===== src/rtl/display_update_ctrl_pkg.sv =====
// Shared definitions for the display update sequencer: FSM encoding and
// elaboration-time helpers for counter widths and the saturation limit.
package display_update_ctrl_pkg;

    typedef enum logic [1:0] {
        st_idle,
        st_shift,
        st_commit,
        st_hold
    } state_t;

    // Smallest r such that 2^r >= x.
    function automatic int unsigned clog2(input longint unsigned x);
        int unsigned r;
        r = 0;
        while ((64'd1 << r) < x) begin
            r++;
        end
        return r;
    endfunction

    // 10^n - 1, the largest value n decimal digits can show.
    function automatic longint unsigned max_decimal(input int unsigned n);
        longint unsigned r;
        r = 64'd1;
        for (int unsigned i = 0; i < n; i++) begin
            r = r * 64'd10;
        end
        return r - 64'd1;
    endfunction

endpackage


===== src/rtl/display_update_ctrl_if.sv =====
// Value handshake and display-side outputs of the update sequencer.
interface display_update_ctrl_if #(
    parameter int unsigned NUM_DISPLAYS = 6,
    parameter int unsigned VALUE_WIDTH  = 20
);
    logic [VALUE_WIDTH-1:0]    value_in;
    logic                      value_valid;
    logic                      value_ready;
    logic [NUM_DISPLAYS*4-1:0] bcd_value;
    logic                      update_done;
    logic                      overflow;
    logic                      busy;

    modport master (
        output value_in,
        output value_valid,
        input  value_ready,
        input  bcd_value,
        input  update_done,
        input  overflow,
        input  busy
    );

    modport slave (
        input  value_in,
        input  value_valid,
        output value_ready,
        output bcd_value,
        output update_done,
        output overflow,
        output busy
    );

endinterface


===== src/rtl/display_update_ctrl_bcd_add3.sv =====
// Double-dabble nibble corrector: adds 3 to a BCD digit of 5 or more.
module display_update_ctrl_bcd_add3 (
    input  logic [3:0] digit,
    output logic [3:0] adjusted
);

    always_comb begin
        adjusted = (digit >= 4'd5) ? digit + 4'd3 : digit;
    end

endmodule


===== src/rtl/display_update_ctrl.sv =====
// Binary-to-BCD update sequencer: accepts a value, converts it one bit per cycle,
// commits all digits at once and then holds off further accepts for HOLD_CYCLES.
module display_update_ctrl
    import display_update_ctrl_pkg::*;
#(
    parameter int unsigned NUM_DISPLAYS = 6,
    parameter int unsigned VALUE_WIDTH  = 20,
    parameter int unsigned HOLD_CYCLES  = 1000
) (
    input  logic                 clk,
    input  logic                 reset,
    display_update_ctrl_if.slave bus
);

    localparam int unsigned ACC_W    = NUM_DISPLAYS * 4;
    localparam int unsigned ITER_W   = clog2(64'(VALUE_WIDTH) + 64'd1);
    localparam int unsigned HOLD_LOG = clog2(64'(HOLD_CYCLES) + 64'd1);
    localparam int unsigned HOLD_W   = (HOLD_LOG > 0) ? HOLD_LOG : 1;
    localparam longint unsigned MAX_DEC = max_decimal(NUM_DISPLAYS);
    localparam int unsigned DEC_W    = clog2(MAX_DEC + 64'd1);
    localparam int unsigned CMP_W    = (DEC_W > VALUE_WIDTH) ? DEC_W : VALUE_WIDTH;

    localparam logic [CMP_W-1:0]       MAX_CMP   = CMP_W'(MAX_DEC);
    localparam logic [VALUE_WIDTH-1:0] MAX_OP    = VALUE_WIDTH'(MAX_DEC);
    localparam logic [ITER_W-1:0]      ITER_LAST = ITER_W'(VALUE_WIDTH - 1);
    localparam logic [HOLD_W-1:0]      HOLD_LAST =
        HOLD_W'((HOLD_CYCLES == 0) ? 0 : HOLD_CYCLES - 1);

    state_t                   state_q;
    logic [VALUE_WIDTH-1:0]   op_q;
    logic [ACC_W-1:0]         acc_q;
    logic                     pend_ovf_q;
    logic [ITER_W-1:0]        iter_q;
    logic [HOLD_W-1:0]        hold_q;
    logic [ACC_W-1:0]         bcd_q;
    logic                     ovf_q;
    logic                     done_q;
    logic                     busy_q;
    logic                     ready_q;

    logic [ACC_W-1:0]             acc_adj;
    logic [ACC_W+VALUE_WIDTH-1:0] shifted;
    logic [CMP_W-1:0]             value_ext;
    logic                         too_big;
    logic                         accept;

    for (genvar g = 0; g < NUM_DISPLAYS; g++) begin : g_add3
        display_update_ctrl_bcd_add3 u_add3 (
            .digit    (acc_q[g*4 +: 4]),
            .adjusted (acc_adj[g*4 +: 4])
        );
    end

    assign shifted   = {acc_adj, op_q} << 1;
    assign value_ext = CMP_W'(bus.value_in);
    // Never true when the input range cannot exceed MAX_DEC, so overflow folds to 0.
    assign too_big   = value_ext > MAX_CMP;
    assign accept    = bus.value_valid & ready_q;

    always_ff @(posedge clk) begin
        if (reset) begin
            state_q    <= st_idle;
            op_q       <= '0;
            acc_q      <= '0;
            pend_ovf_q <= 1'b0;
            iter_q     <= '0;
            hold_q     <= '0;
            bcd_q      <= '0;
            ovf_q      <= 1'b0;
            done_q     <= 1'b0;
            busy_q     <= 1'b0;
            ready_q    <= 1'b0;
        end else begin
            done_q <= 1'b0;
            unique case (state_q)
                st_idle: begin
                    if (accept) begin
                        state_q    <= st_shift;
                        op_q       <= too_big ? MAX_OP : bus.value_in;
                        pend_ovf_q <= too_big;
                        acc_q      <= '0;
                        iter_q     <= '0;
                        busy_q     <= 1'b1;
                        ready_q    <= 1'b0;
                    end else begin
                        ready_q <= 1'b1;
                    end
                end
                st_shift: begin
                    acc_q  <= shifted[ACC_W+VALUE_WIDTH-1:VALUE_WIDTH];
                    op_q   <= shifted[VALUE_WIDTH-1:0];
                    iter_q <= iter_q + 1'b1;
                    if (iter_q == ITER_LAST) begin
                        state_q <= st_commit;
                    end
                end
                st_commit: begin
                    bcd_q  <= acc_q;
                    ovf_q  <= pend_ovf_q;
                    done_q <= 1'b1;
                    hold_q <= '0;
                    if (HOLD_CYCLES > 0) begin
                        state_q <= st_hold;
                    end else begin
                        state_q <= st_idle;
                        busy_q  <= 1'b0;
                        ready_q <= 1'b1;
                    end
                end
                st_hold: begin
                    hold_q <= hold_q + 1'b1;
                    if (hold_q == HOLD_LAST) begin
                        state_q <= st_idle;
                        busy_q  <= 1'b0;
                        ready_q <= 1'b1;
                    end
                end
            endcase
        end
    end

    assign bus.value_ready = ready_q;
    assign bus.bcd_value   = bcd_q;
    assign bus.update_done = done_q;
    assign bus.overflow    = ovf_q;
    assign bus.busy        = busy_q;

endmodule


===== src/flat_wrapper.sv =====
// flat-port wrapper written by rule: the top's interface ports become plain ports
module display_update_ctrl_flat import display_update_ctrl_pkg::*;
#(
    parameter int unsigned NUM_DISPLAYS = 6,
    parameter int unsigned VALUE_WIDTH  = 20,
    parameter int unsigned HOLD_CYCLES  = 1000
)
  (clk, reset, bus_value_in, bus_value_valid, bus_value_ready, bus_bcd_value, bus_update_done, bus_overflow, bus_busy);
  display_update_ctrl_if #(.NUM_DISPLAYS(NUM_DISPLAYS), .VALUE_WIDTH(VALUE_WIDTH)) bus_i ();
  input  logic clk;
  input  logic reset;
  input wire logic [$bits(bus_i.value_in)-1:0] bus_value_in;
  input wire logic [$bits(bus_i.value_valid)-1:0] bus_value_valid;
  output wire logic [$bits(bus_i.value_ready)-1:0] bus_value_ready;
  output wire logic [$bits(bus_i.bcd_value)-1:0] bus_bcd_value;
  output wire logic [$bits(bus_i.update_done)-1:0] bus_update_done;
  output wire logic [$bits(bus_i.overflow)-1:0] bus_overflow;
  output wire logic [$bits(bus_i.busy)-1:0] bus_busy;
  assign bus_i.value_in = bus_value_in;
  assign bus_i.value_valid = bus_value_valid;
  assign bus_value_ready = bus_i.value_ready;
  assign bus_bcd_value = bus_i.bcd_value;
  assign bus_update_done = bus_i.update_done;
  assign bus_overflow = bus_i.overflow;
  assign bus_busy = bus_i.busy;
  display_update_ctrl #(.NUM_DISPLAYS(NUM_DISPLAYS), .VALUE_WIDTH(VALUE_WIDTH), .HOLD_CYCLES(HOLD_CYCLES)) u_core (.clk(clk), .reset(reset), .bus(bus_i));
endmodule

===== config.mk =====
export PLATFORM = sky130hd
export DESIGN_NAME = display_update_ctrl_flat
export DESIGN_NICKNAME = d
export VERILOG_FILES = /design/src/rtl/display_update_ctrl_pkg.sv /design/src/rtl/display_update_ctrl_if.sv /design/src/rtl/display_update_ctrl_bcd_add3.sv /design/src/rtl/display_update_ctrl.sv /design/src/flat_wrapper.sv
export SDC_FILE = /design/constraint.sdc
export NUM_CORES = 1
export LEC_CHECK = 0
export ABC_AREA = 1
export CAP_MARGIN = 20
export CORE_ASPECT_RATIO = 2
export CORE_UTILIZATION = 56
export CTS_BUF_LIST = sky130_fd_sc_hd__clkbuf_8 sky130_fd_sc_hd__clkbuf_16
export DETAILED_ROUTE_END_ITERATION = 8
export PLACE_DENSITY = 0.77
export SETUP_SLACK_MARGIN = 0.05
export SYNTH_ARGS = -nofsm -noshare
export SYNTH_HDL_FRONTEND = slang
export SYNTH_HIERARCHICAL = 1
export SYNTH_SLANG_ARGS = --single-unit

===== constraint.sdc =====
create_clock -name clk -period 2.1 [get_ports clk]
set_input_delay 0.42 -clock clk [delete_from_list [all_inputs] [get_ports clk]]
set_output_delay 0.42 -clock clk [all_outputs]
set_load 0.005 [all_outputs]

[Word-level counts from Yosys, hierarchy flattened]
Index checks and enable logic that the tools add are counted.
Word-level totals
  register bits: 90
Cells by class
  add/sub/neg operators: 8
  $lt $le $gt $ge: 7
  eq/ne operators: 8
  multiplexer cells: 25
  bitwise gates (word level): 1
  reductions and logical operators: 9
Operators with widths (number)
  $pmux W24 S2: 1
  $mux W20: 2
  $pmux W20 S2: 1
  $ge A4 B3 Y1 const B: 6
  $mux W24: 1
  $add A4 B2 Y4 const B: 5
  $gt A20 B20 Y1 const B: 1
  $mux W4: 5
  $pmux W10 S2: 1
  $add A10 B1 Y10 const B: 1
  $eq A10 B10 Y1 const B: 1
  $pmux W5 S2: 1
  $pmux W2 S4: 1
  $mux W2: 3
  $ne A2 B1 Y1 const B: 3
  $reduce_and A2 Y1: 3
  $reduce_and A3 Y1: 2
  $reduce_bool A2 Y1: 3
  $add A5 B1 Y5 const B: 1
  $eq A5 B5 Y1 const B: 1
  $mux W1: 5
  $mux W5: 1
  $eq A2 B2 Y1 const B: 2
  $pmux W1 S2: 2
  other kinds (5): 5

[Longest topological paths before layout]
  word-level depth: 4
  gate-level depth with buffers: 10
  gate-level depth less buffers: 9

[Hierarchy]
Netlist, hierarchy kept.
By module, submodules not included
  display_update_ctrl: instances 1, cells each 520, area each 3808.7 µm²
  display_update_ctrl_bcd_add3: instances 6, cells each 23, area each 135.1 µm²

[Worst setup path after synthesis]
Ideal clock, no wire load.
  path kind: flip-flop to flip-flop
  from: register u_core.state_q[1]
  to: register u_core.op_q[14]
  arrival time: 1.328 ns
  slack: 0.662 ns
  cell stages (with the launch flop): 9
  period minus slack after synthesis: 1.438 ns
  cell sequence: dfxtp_1 inv_1 ha_1 buf_2 o21ai_2 inv_1 or2_2 nand3_1 inv_1
On the way
  cells in the longest elaborated chain, start to end: 3
  elaborated cells between the ends (all ways): 6
  those cells by class: 2 x eq/ne; 1 x mux; 3 x reduce/logical
Ends and longest elaborated chain
  from (decl): line display_update_ctrl.sv:29  | state_t state_q;
  from (signal assigned): line display_update_ctrl.sv:62  | state_q <= st_idle;
  from (signal assigned): line display_update_ctrl.sv:78  | state_q <= st_shift;
  from (signal assigned): line display_update_ctrl.sv:94  | state_q <= st_commit;
  $eq A2 B1 Y1 or $logic_not A2 Y1 (tied branches): line display_update_ctrl.sv:75  | unique case (state_q)
  $reduce_bool A2 Y1 (no line) or $ne A2 B1 Y1 (tied branches)
  $reduce_and A2 Y1 (no line)
  to (signal assigned): line display_update_ctrl.sv:79  | op_q <= too_big ? MAX_OP : bus.value_in;
  to (signal assigned): line display_update_ctrl.sv:91  | op_q <= shifted[VALUE_WIDTH-1:0];
  to (decl): line display_update_ctrl.sv:30  | logic [VALUE_WIDTH-1:0] op_q;
Parallel ways exist; a longest one is shown, timed or not.
A chain may end at the register's enable or synchronous reset.

[Worst setup path in the final report]
  from: register u_core.state_q[0]
  to: register u_core.iter_q[3]
On the way
  cells in the longest elaborated chain, start to end: 3
  elaborated cells between the ends (all ways): 6
  those cells by class: 2 x eq/ne; 1 x mux; 3 x reduce/logical
Ends and longest elaborated chain
  $eq A2 B1 Y1 or $logic_not A2 Y1 (tied branches): line display_update_ctrl.sv:75
  $reduce_bool A2 Y1 (no line) or $ne A2 B1 Y1 (tied branches)
  $reduce_and A2 Y1 (no line)
  to (signal assigned): line display_update_ctrl.sv:92  | iter_q <= iter_q + 1'b1;
  to (decl): line display_update_ctrl.sv:33  | logic [ITER_W-1:0] iter_q;
Parallel ways exist; a longest one is shown, timed or not.

==> impl_metrics.yaml <==
cts:
  cts_setup_buffers: 0
  cts_hold_buf: 0
  cts_buffers: 9
  clk_latency_ns: 0.34
  cts_root_buf: "clkbuf_16"
  clk_pin_slew_ns: 0.06
  cts_resized: 0
  clk_path_buf_depth: 2
  htree_levels: 3
  cts.sinks: 90
  cts_tree: "done"
power:
  ir_drop_v: 0.0008824
  p_per_area_mw_per_mm2: 1041
  p_leak_uw: 0.002241
timing:
  final-hold-violation-count: 0
  setup_viol: 0
  fmax_mhz: 559.7
  clock-skew-final_ns: 0.006036
  timing.final.crit_share_pct: 85.08
  holdWs_ns: 0.4676
  worst_pin_slew_ns: 0.5323
  slew_violations: 0
  tns_ns: 0
  rsz0062_at_grt: "false"
  post-route-min-period_ns: 1.787
  slew_headroom_pct: 64.14
floorplanning:
  row_count: 46
  die_h_um: 130.1
  start_util_pct: 57.83
  core-area_mm2: 0.007943
  dieArea_mm2: 0.008590
  dieWidth_um: 66.04
  ios: 51
global_routing:
  grt_usage_pct: 26.12
  grt_pass1_wl_mm: 17.71
  grt_start_max_net_pins: 56
  grt_pass1_vias: 4138
  antenna_found_initial: 0
  grt-ovfl-total: 0
hold_path:
  worstHoldStart: "u_core/hold_q[8]"
  min_to: "u_core/hold_q[8]"
  holdPathStages: 2
  hp-class: "reg2reg"
logic_synthesis:
  synth_area_mm2: 0.004593
  netlist_instances: 653
  synth_fp_nets: 694
  synth_area_per_cell_um2: 7.034
  synth-warning-count: 6
status:
  status: "completed"
critical_path:
  worstPathArrival_ns: 1.99
  timing.rr.start: "u_core/state_q[0]"
  crit_fanout: 16
  r2r_slack_ns: 0.31
  reg2regPathDepth: 9
  crit_required_ns: 2.30
  worst-setup-path-type: "reg2reg"
  r2r_end: "u_core/iter_q[3]"
  cp-end-kind: "flop"
  start_kind: "flop"
place:
  place_hpwl_mm: 7.018
  gp_congestion: 0.7921
  io_buffers: 50
cells_and_area:
  fillers: 687
  diodes: 0
  syn_to_final_growth_pct: 19.26
  register_area_mm2: 0.001802
  final_common_cell: "nand2_1"
  final_net_count: 738
  layout_common_cells: "nand2_1, nor2_1, dfxtp_1"
  drive_gt1_share_pct: 11.11
  multiInputGateArea_mm2: 0.002407
flow_run:
  drv_cap: 0
detailed_routing:
  wl_per_cell_um: 12.68
  drtAntennaViolNets: 0
  via_count: 4239
  first_pass_iters: 4
  drcViolationCount: 0
  drt_wl_total_mm: 10.12
  drt-initial-drc-count: 250
  viasPerCell: 5.312
power breakdown:
group          internal [uW]  switching, uW
sequential              2010            155
clock                   1020            638
combinational            818           1070
layout make-up:
type | instances | area share [%]
inverters | 56 | 3.837
well taps | 96 | 2.193
clock buffers | 12 | 4.865
clock inverters | 4 | 0.8908
multi-input cells | 477 | 43.95
repair buffers | 63 | 11.38
flip-flops and latches | 90 | 32.89
metrics by stage:
step | area (um^2) | utilization, % | std cells | total power, uW | setup slack (ns)
finish | 5478 | 68.97 | 798 | 5704 | 0.3133
floorplan | 4593 | - | 653 | 3427 | 0.6623
detailed placement | 5162 | 65.00 | 782 | 4075 | 0.1314
global placement | 5162 | 65.00 | 782 | 4025 | 0.1664
CTS | 5478 | 68.97 | 798 | 5752 | 0.3143
global route | 5478 | 68.97 | 798 | 6113 | 0.09912
registers in the layout, summed over array words and instances (netlist names):
signal                  count
u_core/bus.busy             1
u_core/bus.bcd_value       24
u_core/pend_ovf_q           1
u_core/op_q                20
u_core/hold_q              10
u_core/bus.overflow         1
u_core/iter_q               5
u_core/acc_q               24
u_core/state_q              2
u_core/bus.update_done      1
u_core/bus.value_ready      1
per-layer routing:
metal	vias up	part of all wire [%]	GRT usage, %
met5	-	0	0
li1	2193	-	-
met1	1958	40	27.08
met4	0	1.3	10.26
met2	78	56	49.64
met3	10	2.9	5.070
how the worst max path moves through the flow:
stage,slack [ns],from,end,cells after the start
global placement,0.17,bus_value_valid,u_core/iter_q[3],9
detailed placement,0.13,bus_value_in[12],u_core/op_q[2],7
global route,0.1,u_core/state_q[0],u_core/op_q[8],8
floorplan,0.66,u_core/state_q[1],u_core/op_q[14],8
CTS,0.31,u_core/state_q[0],u_core/iter_q[1],7
finish,0.31,u_core/state_q[0],u_core/iter_q[3],9
worst max-delay path, cell delays in order (launching register included):
cell and delay (ns):
dfxtp_1 0.39, inv_1 0.08, ha_1 0.28, nand2_2 0.14, o21ai_2 0.07, inv_1 0.33, buf_4 0.20, nand2_1 0.04
nor2_1 0.08, nor3_1 0.05
Note: power is estimated with default switching activity, not from simulation.
